<file path="src/rtl/arp_eth_tx.sv">
// ARP frame transmitter: latches ARP header fields, presents them as an Ethernet
// header and serialises the 28-byte ARP payload onto an 8-bit AXI stream.
module arp_eth_tx (
  input  logic        clk,
  input  logic        rst,

  input  logic        s_frame_valid,
  output logic        s_frame_ready,
  input  logic [47:0] s_eth_dest_mac,
  input  logic [47:0] s_eth_src_mac,
  input  logic [15:0] s_eth_type,
  input  logic [15:0] s_arp_htype,
  input  logic [15:0] s_arp_ptype,
  input  logic [15:0] s_arp_oper,
  input  logic [47:0] s_arp_sha,
  input  logic [31:0] s_arp_spa,
  input  logic [47:0] s_arp_tha,
  input  logic [31:0] s_arp_tpa,

  output logic        m_eth_hdr_valid,
  input  logic        m_eth_hdr_ready,
  output logic [47:0] m_eth_dest_mac,
  output logic [47:0] m_eth_src_mac,
  output logic [15:0] m_eth_type,

  output logic [7:0]  m_eth_payload_axis_tdata,
  output logic        m_eth_payload_axis_tvalid,
  input  logic        m_eth_payload_axis_tready,
  output logic        m_eth_payload_axis_tlast,
  output logic        m_eth_payload_axis_tuser,

  output logic        busy
);

  // Every handshake transfers on a rising edge where valid && ready; a valid
  // source holds its data unchanged until that edge, and ready may depend on nothing.
  typedef enum logic {IDLE = 1'b0, WRITE_PAYLOAD = 1'b1} state_t;

  localparam logic [4:0] LAST_PTR = 5'd27;

  state_t      state_q, state_d;
  logic [4:0]  ptr_q, ptr_d;
  logic        frame_ready_q, frame_ready_d;
  logic        hdr_valid_q, hdr_valid_d;
  logic [47:0] dest_q, dest_d;
  logic [47:0] src_q, src_d;
  logic [15:0] type_q, type_d;
  logic [15:0] htype_q, htype_d;
  logic [15:0] ptype_q, ptype_d;
  logic [15:0] oper_q, oper_d;
  logic [47:0] sha_q, sha_d;
  logic [31:0] spa_q, spa_d;
  logic [47:0] tha_q, tha_d;
  logic [31:0] tpa_q, tpa_d;
  logic [7:0]  tdata_q, tdata_d;
  logic        tvalid_q, tvalid_d;
  logic        tlast_q, tlast_d;
  logic        busy_q, busy_d;

  logic [7:0]  cur_byte;
  logic        load_en;

  always_comb begin
    cur_byte = 8'h00;
    case (ptr_q)
      5'd0:  cur_byte = htype_q[15:8];
      5'd1:  cur_byte = htype_q[7:0];
      5'd2:  cur_byte = ptype_q[15:8];
      5'd3:  cur_byte = ptype_q[7:0];
      5'd4:  cur_byte = 8'h06;
      5'd5:  cur_byte = 8'h04;
      5'd6:  cur_byte = oper_q[15:8];
      5'd7:  cur_byte = oper_q[7:0];
      5'd8:  cur_byte = sha_q[47:40];
      5'd9:  cur_byte = sha_q[39:32];
      5'd10: cur_byte = sha_q[31:24];
      5'd11: cur_byte = sha_q[23:16];
      5'd12: cur_byte = sha_q[15:8];
      5'd13: cur_byte = sha_q[7:0];
      5'd14: cur_byte = spa_q[31:24];
      5'd15: cur_byte = spa_q[23:16];
      5'd16: cur_byte = spa_q[15:8];
      5'd17: cur_byte = spa_q[7:0];
      5'd18: cur_byte = tha_q[47:40];
      5'd19: cur_byte = tha_q[39:32];
      5'd20: cur_byte = tha_q[31:24];
      5'd21: cur_byte = tha_q[23:16];
      5'd22: cur_byte = tha_q[15:8];
      5'd23: cur_byte = tha_q[7:0];
      5'd24: cur_byte = tpa_q[31:24];
      5'd25: cur_byte = tpa_q[23:16];
      5'd26: cur_byte = tpa_q[15:8];
      5'd27: cur_byte = tpa_q[7:0];
      default: cur_byte = 8'h00;
    endcase
  end

  // The single output register may be refilled whenever it is empty or being drained.
  assign load_en = !tvalid_q || m_eth_payload_axis_tready;

  always_comb begin
    state_d     = state_q;
    ptr_d       = ptr_q;
    hdr_valid_d = hdr_valid_q;
    dest_d      = dest_q;
    src_d       = src_q;
    type_d      = type_q;
    htype_d     = htype_q;
    ptype_d     = ptype_q;
    oper_d      = oper_q;
    sha_d       = sha_q;
    spa_d       = spa_q;
    tha_d       = tha_q;
    tpa_d       = tpa_q;
    tdata_d     = tdata_q;
    tvalid_d    = tvalid_q;
    tlast_d     = tlast_q;

    if (hdr_valid_q && m_eth_hdr_ready) begin
      hdr_valid_d = 1'b0;
    end

    if (tvalid_q && m_eth_payload_axis_tready) begin
      tvalid_d = 1'b0;
      tlast_d  = 1'b0;
    end

    case (state_q)
      IDLE: begin
        if (s_frame_valid && frame_ready_q) begin
          dest_d      = s_eth_dest_mac;
          src_d       = s_eth_src_mac;
          type_d      = s_eth_type;
          htype_d     = s_arp_htype;
          ptype_d     = s_arp_ptype;
          oper_d      = s_arp_oper;
          sha_d       = s_arp_sha;
          spa_d       = s_arp_spa;
          tha_d       = s_arp_tha;
          tpa_d       = s_arp_tpa;
          hdr_valid_d = 1'b1;
          ptr_d       = 5'd0;
          state_d     = WRITE_PAYLOAD;
        end
      end
      WRITE_PAYLOAD: begin
        if (load_en) begin
          tdata_d  = cur_byte;
          tvalid_d = 1'b1;
          tlast_d  = (ptr_q == LAST_PTR);
          if (ptr_q == LAST_PTR) begin
            ptr_d   = 5'd0;
            state_d = IDLE;
          end else begin
            ptr_d = ptr_q + 5'd1;
          end
        end
      end
      default: state_d = IDLE;
    endcase

    // A new frame is taken only once back in IDLE and the previous header has gone.
    frame_ready_d = (state_d == IDLE) && !hdr_valid_d;
    busy_d        = (state_d != IDLE);
  end

  always_ff @(posedge clk or negedge rst) begin
    if (!rst) begin
      state_q       <= IDLE;
      ptr_q         <= 5'd0;
      frame_ready_q <= 1'b0;
      hdr_valid_q   <= 1'b0;
      dest_q        <= 48'h0;
      src_q         <= 48'h0;
      type_q        <= 16'h0;
      htype_q       <= 16'h0;
      ptype_q       <= 16'h0;
      oper_q        <= 16'h0;
      sha_q         <= 48'h0;
      spa_q         <= 32'h0;
      tha_q         <= 48'h0;
      tpa_q         <= 32'h0;
      tdata_q       <= 8'h0;
      tvalid_q      <= 1'b0;
      tlast_q       <= 1'b0;
      busy_q        <= 1'b0;
    end else begin
      state_q       <= state_d;
      ptr_q         <= ptr_d;
      frame_ready_q <= frame_ready_d;
      hdr_valid_q   <= hdr_valid_d;
      dest_q        <= dest_d;
      src_q         <= src_d;
      type_q        <= type_d;
      htype_q       <= htype_d;
      ptype_q       <= ptype_d;
      oper_q        <= oper_d;
      sha_q         <= sha_d;
      spa_q         <= spa_d;
      tha_q         <= tha_d;
      tpa_q         <= tpa_d;
      tdata_q       <= tdata_d;
      tvalid_q      <= tvalid_d;
      tlast_q       <= tlast_d;
      busy_q        <= busy_d;
    end
  end

  assign s_frame_ready             = frame_ready_q;
  assign m_eth_hdr_valid           = hdr_valid_q;
  assign m_eth_dest_mac            = dest_q;
  assign m_eth_src_mac             = src_q;
  assign m_eth_type                = type_q;
  assign m_eth_payload_axis_tdata  = tdata_q;
  assign m_eth_payload_axis_tvalid = tvalid_q;
  assign m_eth_payload_axis_tlast  = tlast_q;
  assign m_eth_payload_axis_tuser  = 1'b0;
  assign busy                      = busy_q;

endmodule

</file>
<file path="config.mk">
export PLATFORM = sky130hd
export DESIGN_NAME = arp_eth_tx
export DESIGN_NICKNAME = d
export VERILOG_FILES = /design/src/rtl/arp_eth_tx.sv
export SDC_FILE = /design/constraint.sdc
export NUM_CORES = 1
export LEC_CHECK = 0
export CAP_MARGIN = 20
export CORE_MARGIN = 2
export CORE_UTILIZATION = 47
export DETAILED_ROUTE_END_ITERATION = 10
export GPL_TIMING_DRIVEN = 0
export PLACE_DENSITY = 0.8
export SLEW_MARGIN = 15
export SYNTH_ARGS = -nofsm -noshare
export SYNTH_HDL_FRONTEND = slang
export SYNTH_SLANG_ARGS = --single-unit
</file>
<file path="constraint.sdc">
create_clock -name clk -period 2.99 [get_ports clk]
set_clock_uncertainty 0.15 [all_clocks]
set_input_delay 0.7475 -clock clk [delete_from_list [all_inputs] [get_ports clk]]
set_output_delay 0.7475 -clock clk [all_outputs]
set_load 0.05 [all_outputs]
</file>
==> flow_metrics.env <==
export IMPL_status="finished clean"
export IMPL_start_util=0.4795
export IMPL_cp_slowest_cell="dfrtp_1"
export IMPL_ant_nets=0
export IMPL_ff2ff_path_depth=9
export IMPL_grt_pass1_vias=12140
export IMPL_drtIter0Drc=965
export IMPL_gp_congestion=0.9637
export IMPL_hold_viol_final=0
export IMPL_path_cells="ha_1 -> buf_2 -> buf_2 -> and3_1 -> ha_2 -> a22oi_2 -> o21ai_1 -> nor4b_2 -> a32oi_1"
export IMPL_vdd_drop_max_uv=885.7
export IMPL_pwr_share_comb=0.451
export IMPL_startpoint="ptr_q[1]"
export IMPL_worstReg2RegEnd="m_eth_payload_axis_tdata[0]"
export IMPL_clkPwrFrac=0.196
export IMPL_num_fill_cells=2257
export IMPL_yosysSeqAreaShare=0.5737
export IMPL_syn_inst=1043
export IMPL_drive_gt1_frac=0.3053
export IMPL_crit_type="reg -> reg"
export IMPL_setup_worst_path_end_class="flip-flop"
export IMPL_finalSetupViolations=0
export IMPL_layout_commonest_cell="clkdlybuf4s50_1"
export IMPL_cts_max_level=2
export IMPL_first_pass_iters=5
export IMPL_insertion_delay_ns=0.52
export IMPL_path_clk_slew_ns=0.06
export IMPL_relSlewSlack=0.3049
export IMPL_grt_setup_unrepaired="no"
export IMPL_dieArea_sq_um=32800
export IMPL_synth_edf_count=0
export IMPL_layoutNonFillerInstCount=1959
export IMPL_post_route_cell_area_sq_um=21020
export IMPL_critPathMostFrequentCell="buf_2"
export IMPL_placed_cells=1891
export IMPL_overflow=0
export IMPL_reg2reg_from="ptr_q[1]"
export IMPL_pre_cts_ws_ns=-0.4194
export IMPL_rows=64
export IMPL_path_max_fanout=10
export IMPL_antenna_found_initial=9
export IMPL_placed_area_sq_um=19820
export IMPL_drt_wl_total_microns=54070
export IMPL_place_hpwl_microns=40900
export IMPL_ys_warn_count=0
export IMPL_crit_cells=9
export IMPL_drcViolationCount=0
export IMPL_cts_buffer_depth=3
export IMPL_ys_flop_type="dfrtp_1"
export IMPL_switching_share=0.4058
export IMPL_core_area_sq_um=30750
export IMPL_timing_hold_ws_ns=0.007441
export IMPL_syn_to_final_growth_pct=42.59
export IMPL_p_switching_mw=9.278
export IMPL_drv_slew=0
export IMPL_die_h_microns=181.1
export IMPL_via_per_inst=5.808
export IMPL_hold_path_class="in -> async"
export IMPL_post_cts_repair_setup_buffers=0
export IMPL_ys_seq_elements=338
export IMPL_cts_hold_buffers_added=0
export IMPL_via_count=11380
export IMPL_crit_path_start_kind="flip-flop"
export IMPL_nets=1863
export IMPL_grt_pass1_wl_microns=78360
export IMPL_critical_path_buf_inv_count=2
export IMPL_ios=451
export IMPL_fmax_mhz=341.4
export IMPL_syn_avg_cell_area_sq_um=14.14
export IMPL_async_flop_share=1.000
export IMPL_numCtsBuffers=37
export IMPL_wl_per_cell_microns=27.60
export IMPL_cts_tree="done"
export IMPL_fin_crit_ns=2.929
export IMPL_multi_input_comb_area_sq_um=5843
export IMPL_worst_pin_slew_ns=1.041
export IMPL_seq_area_sq_um=8458
export IMPL_grt_max_degree=106
export IMPL_grtUsageTotal=0.3250
export IMPL_cp_top_family="compound AO/OA/AOI/OAI gates"
export IMPL_port_buffers=449
export IMPL_critPathMaxStageDelay_ns=0.44
export IMPL_clockRootBuffer="clkbuf_16"
export IMPL_yosysUniqueCellTypes=66
export IMPL_required_ns=3.22
export IMPL_p_leak_nw=8.995
export IMPL_die_x_microns=181.1
export IMPL_syn_cell_area_sq_um=14740
export IMPL_setup_ws_ns=0.06066
export IMPL_power_density_nw_per_um2=1087
export IMPL_reg2reg_slack_ns=0.06
export IMPL_crit_arrival_ns=3.16
export IMPL_clock_sinks=338
export IMPL_fin_crit_sh=0.9797
export IMPL_final_cell_mix="448 x clkdlybuf4s50_1, 338 x dfrtp_1, 330 x mux2_2"
export IMPL_syn_nets=1373
export IMPL_cell_internal_pwr_mw=13.58
export IMPL_pwr_share_seq=0.353
export IMPL_tns_ns=0
export IMPL_crit_path_end="m_eth_payload_axis_tdata[0]"
export IMPL_cap_violations=0
metrics by stage:
stage	power, mW	util
final	22.86	0.6836
after global routing	23.69	0.6835
after CTS	22.78	0.6833
after detailed placement	18.22	0.6446
after global placement	18.01	0.6417
after floorplan	14.16	-
worst min path at each step:
stage | start | slack, ns | cells after the start | to
6_report | rst | 0.007 | 1 | m_eth_type[12]
3_3_place_gp | oper_q[8] | 0.33 | 1 | oper_q[8]
4_1_cts | rst | 0.03 | 1 | m_eth_type[12]
5_1_grt | rst | 0.05 | 1 | m_eth_type[6]
3_5_place_dp | m_eth_src_mac[45] | 0.34 | 1 | m_eth_src_mac[45]
2_1_floorplan | rst | 0.30 | 0 | busy
power groups by stage:
| stage | registers, mW | logic (mW) | clock network, mW |
|---|---|---|---|
| final | 8.08 | 10.3 | 4.47 |
| after global routing | 8.29 | 10.7 | 4.71 |
| after CTS | 8.04 | 10.2 | 4.51 |
| after detailed placement | 8.07 | 10.2 | 0 |
| after global placement | 7.99 | 10.0 | 0 |
| after floorplan | 10.4 | 3.79 | 0 |
what timing repair did:
action,in CTS,in global routing
pin swaps,0,1
endpoints found under the setup margin,8,1
resized for setup,4,0
cells in the mapped netlist, types with 5 or more instances:
cell | count | share of area
a32oi_1 | 20 | 0.012
nand4_1 | 5 | 0.0021
a21oi_1 | 10 | 0.0034
nand3_1 | 29 | 0.0098
a22oi_1 | 22 | 0.011
a221oi_1 | 5 | 0.0030
nand2_1 | 33 | 0.0084
a211oi_1 | 5 | 0.0025
a22o_1 | 10 | 0.0059
clkbuf_1 | 9 | 0.0023
mux2_2 | 330 | 0.25
nand2b_1 | 6 | 0.0025
buf_2 | 46 | 0.016
inv_1 | 6 | 0.0015
buf_4 | 5 | 0.0025
buf_6 | 9 | 0.0069
nor3_1 | 9 | 0.0031
mux2i_1 | 21 | 0.014
dfrtp_1 | 338 | 0.57
o21ai_0 | 17 | 0.0058
ha_1 | 5 | 0.0042
nor2_1 | 15 | 0.0038
nor2b_1 | 12 | 0.0051
final cells by class:
| class | count | share of cell area |
|---|---|---|
| clock inverter | 11 | 0.002916 |
| timing repair buffer | 452 | 0.2180 |
| sequential | 338 | 0.4024 |
| clock buffer | 54 | 0.05339 |
| antenna | 4 | 0.0004762 |
| multi-input combinational | 626 | 0.2780 |
| buffer | 70 | 0.01994 |
| tap | 396 | 0.02357 |
| inverter | 8 | 0.001428 |
worst register-to-register path, cell delays in order, from the launching register on:
cell	delay, ns
dfrtp_1	0.44
ha_1	0.27
buf_2	0.24
buf_2	0.24
and3_1	0.21
ha_2	0.28
a22oi_2	0.28
o21ai_1	0.15
nor4b_2	0.37
a32oi_1	0.16
per-layer routing:
metal,routed length [microns],GRT usage
met4,2150,0.1177
met3,5458,0.1113
met1,19920,0.3806
met2,26500,0.5551
met5,42,0
sequential cells by signal, indices dropped and copies added (netlist names):
name and count:
m_eth_payload_axis_tvalid 1, oper_q 16, m_eth_type 16, ptr_q 5, m_eth_hdr_valid 1, tha_q 48, sha_q 48, tpa_q 32
m_eth_src_mac 48, s_frame_ready 1, m_eth_dest_mac 48, m_eth_payload_axis_tdata 8, spa_q 32, busy 1, htype_q 16, ptype_q 16
m_eth_payload_axis_tlast 1
cells by family (layout without fill, tap and decap cells):
| logic type | count (synthesis) | count (layout) | synth area share |
|---|---|---|---|
| AO/OA/AOI/OAI | 125 | 125 | 0.06620 |
| multiplexers | 355 | 355 | 0.2709 |
| other | 1 | 5 | 0.0002544 |
| buffers and inverters | 79 | 595 | 0.03064 |
| AND/OR/NAND/NOR | 140 | 140 | 0.05406 |
| adder cells (fa/ha/maj) | 5 | 5 | 0.004243 |
| flip-flops | 338 | 338 | 0.5737 |
No activity file was read; power rests on OpenSTA's default activity.
==> RTL change: new RTL, config.mk and constraints unchanged <==
Take the reset off `tdata_q` and load it in a clocked block of its own.
--- a/src/rtl/arp_eth_tx.sv
+++ b/src/rtl/arp_eth_tx.sv
@@ -180,7 +180,6 @@
       spa_q         <= 32'h0;
       tha_q         <= 48'h0;
       tpa_q         <= 32'h0;
-      tdata_q       <= 8'h0;
       tvalid_q      <= 1'b0;
       tlast_q       <= 1'b0;
       busy_q        <= 1'b0;
@@ -199,11 +198,14 @@
       spa_q         <= spa_d;
       tha_q         <= tha_d;
       tpa_q         <= tpa_d;
-      tdata_q       <= tdata_d;
       tvalid_q      <= tvalid_d;
       tlast_q       <= tlast_d;
       busy_q        <= busy_d;
     end
+  end
+
+  always_ff @(posedge clk) begin
+    tdata_q <= tdata_d;
   end
 
   assign s_frame_ready             = frame_ready_q;
Check against the original RTL: differs if rst is asserted again (counterexample within 4 cycles, from zero or initial values and one cycle with rst low); with rst held inactive, the same outputs for 4 cycles.
==> RTL change against the unedited design <==
- final area is 1.3% higher
- critical endpoint is now m_eth_payload_axis_tdata[6]$_DFFE_PP_
- total power fell by 5.7%
- largest cell class unchanged
- setup slack worse by 0.0034 ns
- wire length is 3.4% lower
- critical path depth fell by 1
- largest power group unchanged
- synthesized area shrank 0.64%
- first-iteration DRC count down 14%
- sequential share of layout area fell by 0.29 points
- sequential cell count unchanged
==> RTL change: results (changes against the unedited design) <==
Logic synthesis:
- The commonest cells after synthesis are 330 x sky130_fd_sc_hd__dfrtp_1, 324 x sky130_fd_sc_hd__mux2_2, 44 x sky130_fd_sc_hd__buf_2.
- The post-synthesis adder-cell area fraction is 0.427% (+0.0027 points).
- The register area share after synthesis is 58.0% (+0.64 points).
- By area the synthesized netlist is led by sky130_fd_sc_hd__dfrtp_1 56%, sky130_fd_sc_hd__mux2_2 25%, sky130_fd_sc_hd__edfxtp_1 1.6%, sky130_fd_sc_hd__buf_2 1.5%, sky130_fd_sc_hd__nand3b_1 1.4%.
- The number of nets produced by synthesis is 1358 (-1.1%).
- The number of standard cells after synthesis is 1028 (-1.4%).
- The number of enable-type register cells in the synthesized netlist is 8 (+8).
- The compound-cell area share of the yosys netlist is 5.64% (-0.98 points).
- The post-synthesis mux area share is 26.9% (-0.16 points).

Final layout:
- The multi-input gate count is 609 (-2.7%).
- The fraction of layout cells with a size suffix above 1 is 30.9% (+0.37 points).
- The count of clock-net buffers in the final layout was 59 (+9.3%).
- The number of fill cells came to 2218 (-1.7%).
- The area growth from synthesis to layout is 45.3%.
- The data-path buffer share of cell area in the final layout is 24.2% (+0.39 points).
- The share of final layout cell area taken by clock buffers and inverters is 6.00% (+0.37 points).
- The total number of nets in the final design is 1865 (+0.11%).
- The number of standard cells in the final layout excluding fillers is 1963 (+0.20%).
- The area used by multi-input combinational logic is 0.00582 mm² (-0.36%).

Timing:
- The shortest clock period the worst path allows after layout came to 2.93 ns (+0.00345 ns).
- The worst relative slew slack is 37.0% (+6.5 points).
- The worst hold slack is 0.351 ns (+0.343 ns).

Placed design:
- The final estimated routing congestion in global placement is 0.965 (+0.12%).
- The worst setup slack before clock tree synthesis came to -0.513 ns (-0.0938 ns).

Power and ir drop:
- The leakage power of the design is 8.93 nW (-0.77%).

Detailed routing:
- The detail-routed via count per cell is 5.80 (-0.22%).
- The detailed-route wire length is 52200 µm (-3.4%).

Critical path:
- The data arrival time at the worst-slack endpoint is 3.03 ns (-0.13 ns).
- The slowest stage of the critical path is the sky130_fd_sc_hd__a2111oi_0 cell.
- The termination of the worst setup path is m_eth_payload_axis_tdata[6]$_DFFE_PP_.
- The number of cells on the worst reg-to-reg path came to 8 (-1).

Global route:
- The global-route usage over all layers is 31.5% (-0.95 points).

Status:
- The run finished with clean final reports.
==> RTL change: where the power goes <==
group / internal (mW) / switching, mW / total, mW
registers: 6.51 / 1.12 / 7.63
clock network: 2.90 / 1.86 / 4.76
logic: 3.87 / 5.31 / 9.18
==> RTL change: routing by layer <==
layer / wire length [µm] / track usage [%] / vias up
li1: - / - / 4811
met1: 19200 / 37.8 / 5762
met2: 25000 / 51.5 / 638
met3: 5530 / 10.9 / 163
met4: 2540 / 14.4 / 2
met5: 13 / 0 / -
==> RTL change: timing repair <==
item                                   in CTS  in global routing
hold buffers                                1                  0
buffers inserted                            3                 15
endpoints found under the hold margin       8                  0
pin swaps                                   0                  3
setup endpoints to repair                   7                 14
gates resized for setup                    25                 16
